<file path="config.mk">
export PLATFORM = sky130hd
export DESIGN_NAME = gather_bus_flat
export DESIGN_NICKNAME = d
export VERILOG_FILES = /design/src/rtl/gather_bus_pkg.sv /design/src/rtl/gather_bus_if.sv /design/src/rtl/gather_id_chain.sv /design/src/rtl/gather_bus.sv /design/src/flat_wrapper.sv
export SDC_FILE = /design/constraint.sdc
export NUM_CORES = 1
export LEC_CHECK = 0
export CELL_PAD_IN_SITES_DETAIL_PLACEMENT = 1
export CELL_PAD_IN_SITES_GLOBAL_PLACEMENT = 1
export CORE_AREA = 2 2 207 209
export DETAILED_ROUTE_END_ITERATION = 10
export DIE_AREA = 0 0 209 211
export GPL_TIMING_DRIVEN = 0
export HOLD_SLACK_MARGIN = 0.03
export PLACE_DENSITY_LB_ADDON = 0.1
export SYNTH_ARGS = -nofsm -noshare
export SYNTH_HDL_FRONTEND = slang
export SYNTH_SLANG_ARGS = --single-unit
</file>
<file path="constraint.sdc">
create_clock -name clk -period 3 [get_ports clk]
set_clock_uncertainty 0.15 [all_clocks]
set_input_delay 0.6 -clock clk [delete_from_list [all_inputs] [get_ports clk]]
set_output_delay 0.6 -clock clk [all_outputs]
set_load 0.01 [all_outputs]
</file>
<file path="src/rtl/gather_bus_pkg.sv">
// Shared types and helpers for the gather bus (PE row -> GLB opsum readout).
package gather_bus_pkg;

  // Transfer FSM states.
  typedef enum logic [1:0] {
    IDLE    = 2'd0,
    COLLECT = 2'd1,
    OUTPUT  = 2'd2
  } state_e;

  // Default tag width and its reserved "no ID" value (all ones).
  localparam int ID_LEN_DEF = 4;
  localparam logic [ID_LEN_DEF-1:0] ID_NONE = '1;

  // Widest PE row the one-hot helper handles; callers size-cast in and out.
  localparam int MAX_SLAVES = 64;

  // Isolate the lowest set bit of v (all zeros when v is zero).
  function automatic logic [MAX_SLAVES-1:0] lowest_onehot(input logic [MAX_SLAVES-1:0] v);
    return v & (~v + MAX_SLAVES'(1));
  endfunction

endpackage

</file>
<file path="src/rtl/gather_bus_if.sv">
// Sink/PE-side signal bundle of the gather bus. The bus itself uses the
// slave modport; whoever drives tags, PE data and the ID chain uses master.
interface gather_bus_if #(
  parameter int SLAVE_NUMS = 14,
  parameter int ID_LEN     = 4,
  parameter int VALUE_LEN  = 32
);
  logic                                set_id;
  logic [ID_LEN-1:0]                   id_scan_in;
  logic [ID_LEN-1:0]                   id_scan_out;
  logic                                tag_enable;
  logic [ID_LEN-1:0]                   tag_in;
  logic                                tag_ready;
  logic [SLAVE_NUMS*(VALUE_LEN+1)-1:0] slave_enable_data;
  logic [SLAVE_NUMS-1:0]               slave_ready;
  logic [VALUE_LEN-1:0]                data_out;
  logic                                data_valid;
  logic                                data_ready;
  logic                                tag_miss;

  modport master (
    output set_id, id_scan_in, tag_enable, tag_in, slave_enable_data, data_ready,
    input  id_scan_out, tag_ready, slave_ready, data_out, data_valid, tag_miss
  );

  modport slave (
    input  set_id, id_scan_in, tag_enable, tag_in, slave_enable_data, data_ready,
    output id_scan_out, tag_ready, slave_ready, data_out, data_valid, tag_miss
  );
endinterface

</file>
<file path="src/rtl/gather_id_chain.sv">
// Serial ID scan chain across the PE row plus per-PE tag comparison.
// The first word shifted in ends up at the last PE after SLAVE_NUMS shifts.
module gather_id_chain
  import gather_bus_pkg::*;
#(
  parameter int SLAVE_NUMS = 14,
  parameter int ID_LEN     = 4
) (
  input  logic                  clk,
  input  logic                  rst,
  input  logic                  set_id_i,
  input  logic [ID_LEN-1:0]     scan_in_i,
  input  logic [ID_LEN-1:0]     tag_i,
  output logic [ID_LEN-1:0]     scan_out_o,
  output logic [SLAVE_NUMS-1:0] match_o
);

  localparam logic [ID_LEN-1:0] IdNone = {ID_LEN{1'b1}};

  logic [ID_LEN-1:0] id_q [SLAVE_NUMS];

  generate
    for (genvar gi = 0; gi < SLAVE_NUMS; gi++) begin : g_pe
      logic [ID_LEN-1:0] shift_src;

      if (gi == 0) begin : g_head
        assign shift_src = scan_in_i;
      end else begin : g_body
        assign shift_src = id_q[gi-1];
      end

      // Shift one position down the row while set_id is held.
      always_ff @(posedge clk) begin
        if (rst) begin
          id_q[gi] <= IdNone;
        end else if (set_id_i) begin
          id_q[gi] <= shift_src;
        end
      end

      // A reserved tag never matches, even against an unloaded PE.
      assign match_o[gi] = (tag_i != IdNone) && (id_q[gi] == tag_i);
    end
  endgenerate

  assign scan_out_o = id_q[SLAVE_NUMS-1];

endmodule

</file>
<file path="src/rtl/gather_bus.sv">
// Gather bus: the sink issues a tag, the bus handshakes with the PE(s) whose
// scan-loaded ID matches and forwards the value downstream.
// Build option GATHER_SUM_EN: reduce every matching PE (sum modulo
// 2^VALUE_LEN) instead of taking the lowest-index enabled match.
module gather_bus
  import gather_bus_pkg::*;
#(
  parameter int SLAVE_NUMS = 14,
  parameter int ID_LEN     = 4,
  parameter int VALUE_LEN  = 32
) (
  input  logic        clk,
  input  logic        rst,
  gather_bus_if.slave bus
);

  localparam int SLICE = VALUE_LEN + 1;

  state_e                state_q, state_d;
  logic [SLAVE_NUMS-1:0] pending_q, pending_d;
  logic [VALUE_LEN-1:0]  data_q, data_d;
`ifdef GATHER_SUM_EN
  logic [VALUE_LEN-1:0]  acc_q, acc_d;
`endif

  logic [SLAVE_NUMS-1:0] match;
  logic [SLAVE_NUMS-1:0] slave_en;
  logic [VALUE_LEN-1:0]  slave_data [SLAVE_NUMS];
  logic [SLAVE_NUMS-1:0] grant;
  logic [VALUE_LEN-1:0]  gathered;
  logic                  tag_ready;
  logic                  tag_miss;
  logic                  data_valid;
  logic                  active;

  gather_id_chain #(
    .SLAVE_NUMS(SLAVE_NUMS),
    .ID_LEN    (ID_LEN)
  ) u_id_chain (
    .clk       (clk),
    .rst       (rst),
    .set_id_i  (bus.set_id),
    .scan_in_i (bus.id_scan_in),
    .tag_i     (bus.tag_in),
    .scan_out_o(bus.id_scan_out),
    .match_o   (match)
  );

  // Split the packed per-PE {enable, data} slices.
  generate
    for (genvar gi = 0; gi < SLAVE_NUMS; gi++) begin : g_unpack
      assign slave_en[gi]   = bus.slave_enable_data[gi*SLICE + VALUE_LEN];
      assign slave_data[gi] = bus.slave_enable_data[gi*SLICE +: VALUE_LEN];
    end
  endgenerate

  // Reset and ID loading both suppress every handshake and abort transfers.
  assign active = !rst && !bus.set_id;

  // Next-state, PE selection and handshake outputs.
  always_comb begin
    state_d   = state_q;
    pending_d = pending_q;
    data_d    = data_q;
`ifdef GATHER_SUM_EN
    acc_d     = acc_q;
`endif
    grant     = '0;
    gathered  = '0;
    tag_ready = 1'b0;
    tag_miss  = 1'b0;

    case (state_q)
      IDLE: begin
        tag_ready = active;
        if (active && bus.tag_enable) begin
          state_d   = COLLECT;
          pending_d = match;
          data_d    = '0;
`ifdef GATHER_SUM_EN
          acc_d     = '0;
`endif
        end
      end

      COLLECT: begin
        if (!active) begin
          state_d   = IDLE;
          pending_d = '0;
        end else if (pending_q == '0) begin
          tag_miss = 1'b1;
          state_d  = IDLE;
        end else begin
`ifdef GATHER_SUM_EN
          // Every pending PE that is enabled now is taken this cycle.
          grant    = pending_q & slave_en;
          gathered = acc_q;
          for (int i = 0; i < SLAVE_NUMS; i++) begin
            if (grant[i]) begin
              gathered = gathered + slave_data[i];
            end
          end
          acc_d     = gathered;
          pending_d = pending_q & ~grant;
          if (pending_d == '0) begin
            data_d  = gathered;
            state_d = OUTPUT;
          end
`else
          // Only the lowest-index enabled match is taken.
          grant = SLAVE_NUMS'(lowest_onehot(MAX_SLAVES'(pending_q & slave_en)));
          for (int i = 0; i < SLAVE_NUMS; i++) begin
            if (grant[i]) begin
              gathered = gathered | slave_data[i];
            end
          end
          if (grant != '0) begin
            data_d    = gathered;
            pending_d = '0;
            state_d   = OUTPUT;
          end
`endif
        end
      end

      OUTPUT: begin
        if (bus.set_id) begin
          state_d = IDLE;
          data_d  = '0;
        end else if (bus.data_ready) begin
          state_d = IDLE;
        end
      end

      default: begin
        state_d = IDLE;
      end
    endcase
  end

  // FSM and datapath registers.
  always_ff @(posedge clk) begin
    if (rst) begin
      state_q   <= IDLE;
      pending_q <= '0;
      data_q    <= '0;
`ifdef GATHER_SUM_EN
      acc_q     <= '0;
`endif
    end else begin
      state_q   <= state_d;
      pending_q <= pending_d;
      data_q    <= data_d;
`ifdef GATHER_SUM_EN
      acc_q     <= acc_d;
`endif
    end
  end

  assign data_valid      = !rst && (state_q == OUTPUT);
  assign bus.data_valid  = data_valid;
  assign bus.data_out    = data_valid ? data_q : '0;
  assign bus.tag_ready   = tag_ready;
  assign bus.tag_miss    = tag_miss;
  assign bus.slave_ready = grant;

endmodule

</file>
<file path="src/flat_wrapper.sv">
// flat-port wrapper written by rule: the top's interface ports become plain ports
module gather_bus_flat import gather_bus_pkg::*;
#(
  parameter int SLAVE_NUMS = 14,
  parameter int ID_LEN     = 4,
  parameter int VALUE_LEN  = 32
)
  (clk, rst, bus_set_id, bus_id_scan_in, bus_tag_enable, bus_tag_in, bus_slave_enable_data, bus_data_ready, bus_id_scan_out, bus_tag_ready, bus_slave_ready, bus_data_out, bus_data_valid, bus_tag_miss);
  gather_bus_if #(.SLAVE_NUMS(SLAVE_NUMS), .ID_LEN(ID_LEN), .VALUE_LEN(VALUE_LEN)) bus_i ();
  input  logic clk;
  input  logic rst;
  input wire logic [$bits(bus_i.set_id)-1:0] bus_set_id;
  input wire logic [$bits(bus_i.id_scan_in)-1:0] bus_id_scan_in;
  input wire logic [$bits(bus_i.tag_enable)-1:0] bus_tag_enable;
  input wire logic [$bits(bus_i.tag_in)-1:0] bus_tag_in;
  input wire logic [$bits(bus_i.slave_enable_data)-1:0] bus_slave_enable_data;
  input wire logic [$bits(bus_i.data_ready)-1:0] bus_data_ready;
  output wire logic [$bits(bus_i.id_scan_out)-1:0] bus_id_scan_out;
  output wire logic [$bits(bus_i.tag_ready)-1:0] bus_tag_ready;
  output wire logic [$bits(bus_i.slave_ready)-1:0] bus_slave_ready;
  output wire logic [$bits(bus_i.data_out)-1:0] bus_data_out;
  output wire logic [$bits(bus_i.data_valid)-1:0] bus_data_valid;
  output wire logic [$bits(bus_i.tag_miss)-1:0] bus_tag_miss;
  assign bus_i.set_id = bus_set_id;
  assign bus_i.id_scan_in = bus_id_scan_in;
  assign bus_i.tag_enable = bus_tag_enable;
  assign bus_i.tag_in = bus_tag_in;
  assign bus_i.slave_enable_data = bus_slave_enable_data;
  assign bus_i.data_ready = bus_data_ready;
  assign bus_id_scan_out = bus_i.id_scan_out;
  assign bus_tag_ready = bus_i.tag_ready;
  assign bus_slave_ready = bus_i.slave_ready;
  assign bus_data_out = bus_i.data_out;
  assign bus_data_valid = bus_i.data_valid;
  assign bus_tag_miss = bus_i.tag_miss;
  gather_bus #(.SLAVE_NUMS(SLAVE_NUMS), .ID_LEN(ID_LEN), .VALUE_LEN(VALUE_LEN)) u_core (.clk(clk), .rst(rst), .bus(bus_i));
endmodule
</file>
# Word-level counts from Yosys, hierarchy flattened
# Memories as Yosys holds them, arrays and structs flattened.
# Index checks and enable logic that the tools add are counted.
dict set report totals {
  input_bits 475
  ramBits 56
  elab_cells 186
  out_inout_bits 53
  regBits 48
  mem_count 1
}
# name words word_bits rd rd_clocked_by_memory_dff write_ports line_no
set memory_table {}
lappend memory_table {u_core.u_id_chain.id_q 14 4 14 0 14 gather_id_chain.sv:20} ;# logic [ID_LEN-1:0] id_q [SLAVE_NUMS];
dict set report classes {
  reduce_logical 27
  eq_ne 26
  n_mux 98
  bitwise_logic 30
  n_addsub 1
}
# op count
set ops {}
lappend ops {{32-bit 2-to-1 mux} 59}
lappend ops {{32-bit bitwise OR} 13}
lappend ops {{14-bit 2-to-1 mux} 7}
lappend ops {{32-bit one-hot mux with 3 select lines} 1}
lappend ops {{4-bit == test} 14}
lappend ops {{4-bit 2-to-1 mux} 14}
lappend ops {{14-bit bitwise AND} 2}
lappend ops {{14-bit one-hot mux with 2 select lines} 1}
lappend ops {{1-bit logical AND} 17}
lappend ops {{14-bit by 1-bit adder with 14-bit output, second input constant} 1}
lappend ops {{14-bit logical NOT} 1}
lappend ops {{14-bit inverter} 1}
lappend ops {{1-bit bitwise OR} 14}
lappend ops {{14-bit nonzero test} 1}
lappend ops {{2-bit 2-to-1 mux} 6}
lappend ops {{1-bit 2-to-1 mux} 9}
lappend ops {{3-bit != test, second input constant} 3}
lappend ops {{4-bit != test, second input constant} 2}
lappend ops {{2-bit by 1-bit != test with 1-bit output, second input constant} 3}
lappend ops {{2-bit one-hot mux with 3 select lines} 1}
lappend ops {{6-bit AND reduction} 1}
lappend ops {{2-bit != test, second input constant} 2}
lappend ops {{4-bit AND reduction} 1}
lappend ops {{3-bit AND reduction} 1}
lappend ops {{6 further kinds} 7}

# Logic depth before layout (Yosys ltp)
dict set report depth {
  word_depth 74
  mapped_depth 9
  depth_no_buf 5
}

# By module
# A second synthesis with hierarchy kept.
dict set report hier_totals {
  hier_cells 941
  area_unflattened_um2 8111.5
}
# module cells_each instances seq_area_each_um2 area_per_inst_um2
set by_module_without_submodules {}
lappend by_module_without_submodules {gather_bus 726 1 960.9 5285.1}
lappend by_module_without_submodules {gather_id_chain 215 1 1681.6 2826.5}

# Least setup slack after synthesis
# Ideal clock, no wire load.
dict set report synth_timing {
  path_kind {input to output}
  startpoint {input port bus_slave_enable_data[32]}
  endpoint {output port bus_slave_ready[7]}
  setup_slack_ns 0.022
  path_buffers 4
  required_ns 2.250
  cell_stages 7
  arrival_ns 2.228
  path_cell_list {buf_2 > a222oi_1 > buf_2 > and4_1 > buf_2 > clkbuf_1 > and3_1}
}
dict set report synth_via {
  elab_chain_cells 7
}
# item line_no
set synth_lines {}
lappend synth_lines {{from (decl)} flat_wrapper.sv:16} ;# input wire logic [$bits(bus_i.slave_enable_data)-1:0] bus_slave_enable_data;
lappend synth_lines {{14-bit bitwise AND} gather_bus.sv:111} ;# grant = SLAVE_NUMS'(lowest_onehot(MAX_SLAVES'(pending_q & slave_en)));
lappend synth_lines {{14-bit inverter} gather_bus_pkg.sv:20} ;# return v & (~v + MAX_SLAVES'(1));
lappend synth_lines {{14-bit by 1-bit adder with 14-bit output} gather_bus_pkg.sv:20}
lappend synth_lines {{14-bit bitwise AND} gather_bus_pkg.sv:20}
lappend synth_lines {{14-bit 2-to-1 mux} gather_bus.sv:90} ;# end else if (pending_q == '0) begin
lappend synth_lines {{14-bit 2-to-1 mux} gather_bus.sv:87} ;# if (!active) begin
lappend synth_lines {{14-bit 2-to-1 mux} gather_bus.sv:73} ;# case (state_q)
lappend synth_lines {{to (decl)} flat_wrapper.sv:20} ;# output wire logic [$bits(bus_i.slave_ready)-1:0] bus_slave_ready;
# No other way between the ends.

# Final worst setup path
dict set report layout_timing {
  startpoint {register u_core.pending_q[12]}
  endpoint {output port bus_slave_ready[0]}
}
dict set report layout_via {
  elab_chain_cells 4
}
# item line_no
set layout_lines {}
lappend layout_lines {{from (decl)} gather_bus.sv:20} ;# logic [SLAVE_NUMS-1:0] pending_q, pending_d;
lappend layout_lines {{from (signal assigned)} gather_bus.sv:152} ;# pending_q <= pending_d;
lappend layout_lines {{14-bit logical NOT} gather_bus.sv:90}
lappend layout_lines {{14-bit 2-to-1 mux} gather_bus.sv:90}
lappend layout_lines {{14-bit 2-to-1 mux} gather_bus.sv:87}
lappend layout_lines {{14-bit 2-to-1 mux} gather_bus.sv:73}
# No other way between the ends.

==> flow_summary.json <==
{
  "grt_max_degree": 45,
  "dpl.hpwl_um": 48300,
  "final.setup.tns_ps": 0,
  "path_delay_family": "buffers and inverters",
  "hold_path.class": "reg2reg",
  "final_util_pct": 37.5,
  "die_x_um": 209,
  "ff2ff_path_depth": 11,
  "ctsRootBufferMaster": "clkbuf_16",
  "vias_per_cell": 5.21,
  "p_leak_nw": 5.08,
  "crit_buf_inv": 3,
  "hold_ws_ps": 330,
  "drc": 0,
  "syn_area_um2": 8830,
  "die_h_um": 211,
  "drive_gt1_share_pct": 9.68,
  "ir_worst_vdd_mv": 0.202,
  "wire_per_inst_um": 26.6,
  "nets": 2102,
  "cts.htree.levels": 3,
  "antenna_found_initial": 20,
  "initial_core_util_pct": 21.1,
  "synth_edf_count": 56,
  "yosysWarnings": 0,
  "ys.flop_type": "edfxtp_1",
  "antenna_left": 0,
  "area_delta_synth_final_pct": 77.5,
  "grt_first_pass_wirelength_um": 81900,
  "cts_buffers": 9,
  "yosysSeqAreaShare_pct": 29.9,
  "synth.area.top_cells": "edfxtp_1, a221o_1, dfxtp_1",
  "critPathLaunchType": "flip-flop",
  "path_class": "reg2out",
  "cts_sinks": 104,
  "post_synth.cell_area_avg_um2": 8.34,
  "place.gp.congestion": 0.894,
  "num_io_pins": 528,
  "nFillCells": 4889,
  "synth_cell_type_count": 46,
  "clkLatencyLatePin_ps": 380,
  "cts_max_path_buffers": 2,
  "initialDrtViolationCount": 807,
  "yosysTopAreaCellShare_pct": 19.1,
  "powerDensity_nw_per_um2": 241,
  "globalRouteTotalUtil_pct": 25.3,
  "maxCapViolCount": 0,
  "yosys.area.top_type": "edfxtp_1",
  "crit_top_cell": "buf_4",
  "slew_headroom_pct": 40.5,
  "critPathArrivalTime_ps": 2230,
  "cpPeakStageDelay_ps": 490,
  "num_rows": 75,
  "status": "finished clean",
  "drv_slew": 0,
  "synthArstFlopShare_pct": 0,
  "vias": 11368,
  "cp_slowest_cell": "clkdlybuf4s50_1",
  "setup_viol": 0,
  "rsz0062_at_grt": "yes",
  "critPathCaptureType": "output pin",
  "postSynthNetCount": 1533,
  "drt_first_pass_iters": 6,
  "first_global_vias": 11623,
  "portBuffers": 519,
  "cts_tree": "built",
  "die-area_um2": 44100,
  "cp.depth": 6,
  "power_mw": 3.78,
  "wirelength_um": 58100,
  "layout_min_cycle_time_ps": 2980,
  "syn_inst": 1058,
  "globalRoute.totalOverflow": 0,
  "max_freq_mhz": 336,
  "min_period_over_period_pct": 99.2,
  "hold_violations": 0,
  "ys_seq_elements": 104,
  "crit_chain": "nor4_2 > nand4_1 > buf_4 > buf_4 > and3_1 > clkdlybuf4s50_1",
  "tightestPinTransition_ps": 892,
  "whs_path_depth": 1,
  "cp.required_ps": 2250,
  "coreArea_um2": 41800,
  "worstPathMaxFanout": 9,
  "clkTransAtPathRegs_ps": 70
}
registers in the layout, indices dropped and copies added, names as in the netlist:
name / cells
u_core.pending_q: 14
u_core.u_id_chain.id_q: 56
u_core.state_q: 2
u_core.data_q: 32
stage by stage:
stage          cells  setup WS (ps)  instance area, µm²
3_5_place_dp    2117          -2100               14700
4_1_cts         2151          0.385               15400
2_1_floorplan   1058           21.9                8830
3_3_place_gp    2116          -2020               14700
6_report        2183           24.6               15700
5_1_grt         2179          -82.5               15700
synth_stat cells, types with 2 or more instances:
cell type	n
nand3_1	130
clkbuf_1	115
o21ai_0	97
a221o_1	96
nand2b_1	58
edfxtp_1	56
xnor2_1	56
nand4_1	49
dfxtp_1	48
nand2_1	42
and2_1	40
a21o_1	32
a31oi_1	32
a32o_1	32
a32oi_1	32
nor4b_1	32
buf_2	15
nand3b_1	15
o31ai_1	14
nor2_1	11
nor3_1	6
and3_1	5
buf_1	4
nor4_1	4
a21oi_1	3
a22oi_1	3
and4_1	3
buf_4	3
buf_6	3
a222oi_1	2
inv_1	2
nand4b_1	2
nor2b_1	2
nor3b_1	2
path summary, 6_finish.rpt:
path | start | to | slack (ps)
setup / recovery | u_core.pending_q[12]$_SDFFE_PP0P_ | bus_slave_ready[0] | 20
hold reg to reg | u_core.data_q[12]$_SDFFE_PP0P_ | u_core.data_q[12]$_SDFFE_PP0P_ | 330
hold / removal | u_core.data_q[12]$_SDFFE_PP0P_ | u_core.data_q[12]$_SDFFE_PP0P_ | 330
setup reg to reg | u_core.pending_q[1]$_SDFFE_PP0P_ | u_core.data_q[13]$_SDFFE_PP0P_ | 90
kinds of logic after synthesis:
| group | after synthesis | synth area share (%) |
|---|---|---|
| flops | 104 | 29.9 |
| compound gates | 350 | 31.0 |
| buf+inv | 142 | 6.63 |
| simple gates | 406 | 26.8 |
| xor+xnor | 56 | 5.56 |
worst reg2reg max path: stages (launching register included):
cell and delay [ps]:
dfxtp_1 330, buf_6 130, a222oi_1 90, buf_4 180, buf_12 130, buf_6 100, and4_4 190, buf_4 190
clkbuf_4 210, a221o_1 420, a221o_1 340, a221o_1 330
timing repair:
item | CTS | global route
gates resized for setup | 166 | 41
endpoints found under the setup margin | 95 | 64
setup buffers | 26 | 22
hold buffers | 0 | 0
pin swaps | 12 | 13
power by group:
part           internal (mW)  leakage [nW]  switching [mW]
Combinational          0.674          4.12           0.373
Sequential              1.51         0.817          0.0154
Clock                  0.587         0.146           0.623
Total                   2.77          5.08            1.01
routing by layer:
| metal | share of wire (%) | GRT usage (%) | up-vias |
|---|---|---|---|
| met2 | 50 | 44.2 | 367 |
| met4 | 1.9 | 6.06 | 12 |
| met5 | 0.15 | 0 | - |
| li1 | - | - | 5341 |
| met3 | 5.9 | 5.46 | 59 |
| met1 | 43 | 31.6 | 5589 |
placed cells by master, fill, tap and decap left out, drive strengths merged, types with 40 or more instances in the layout:
master | netlist | final
clkdlybuf4s50 | 0 | 469
nand3 | 130 | 130
clkbuf | 115 | 113
o21ai | 98 | 98
a221o | 96 | 96
buf | 25 | 87
nand2b | 58 | 58
xnor2 | 56 | 56
edfxtp | 56 | 56
nand4 | 50 | 50
dfxtp | 48 | 48
nand2 | 42 | 42
and2 | 40 | 40
area by class of cell:
| cell class | instances | area, µm² | share of cell area [%] |
|---|---|---|---|
| antenna | 12 | 30.0 | 0.192 |
| buffer | 130 | 742 | 4.74 |
| clock buffer | 9 | 225 | 1.44 |
| clock inverter | 7 | 67.6 | 0.431 |
| inverter | 2 | 7.51 | 0.0479 |
| multi-input combinational | 812 | 5760 | 36.8 |
| sequential | 104 | 2650 | 16.9 |
| tap | 539 | 674 | 4.30 |
| timing repair buffer | 568 | 5510 | 35.2 |
Note: power is estimated with default switching activity, not from simulation.
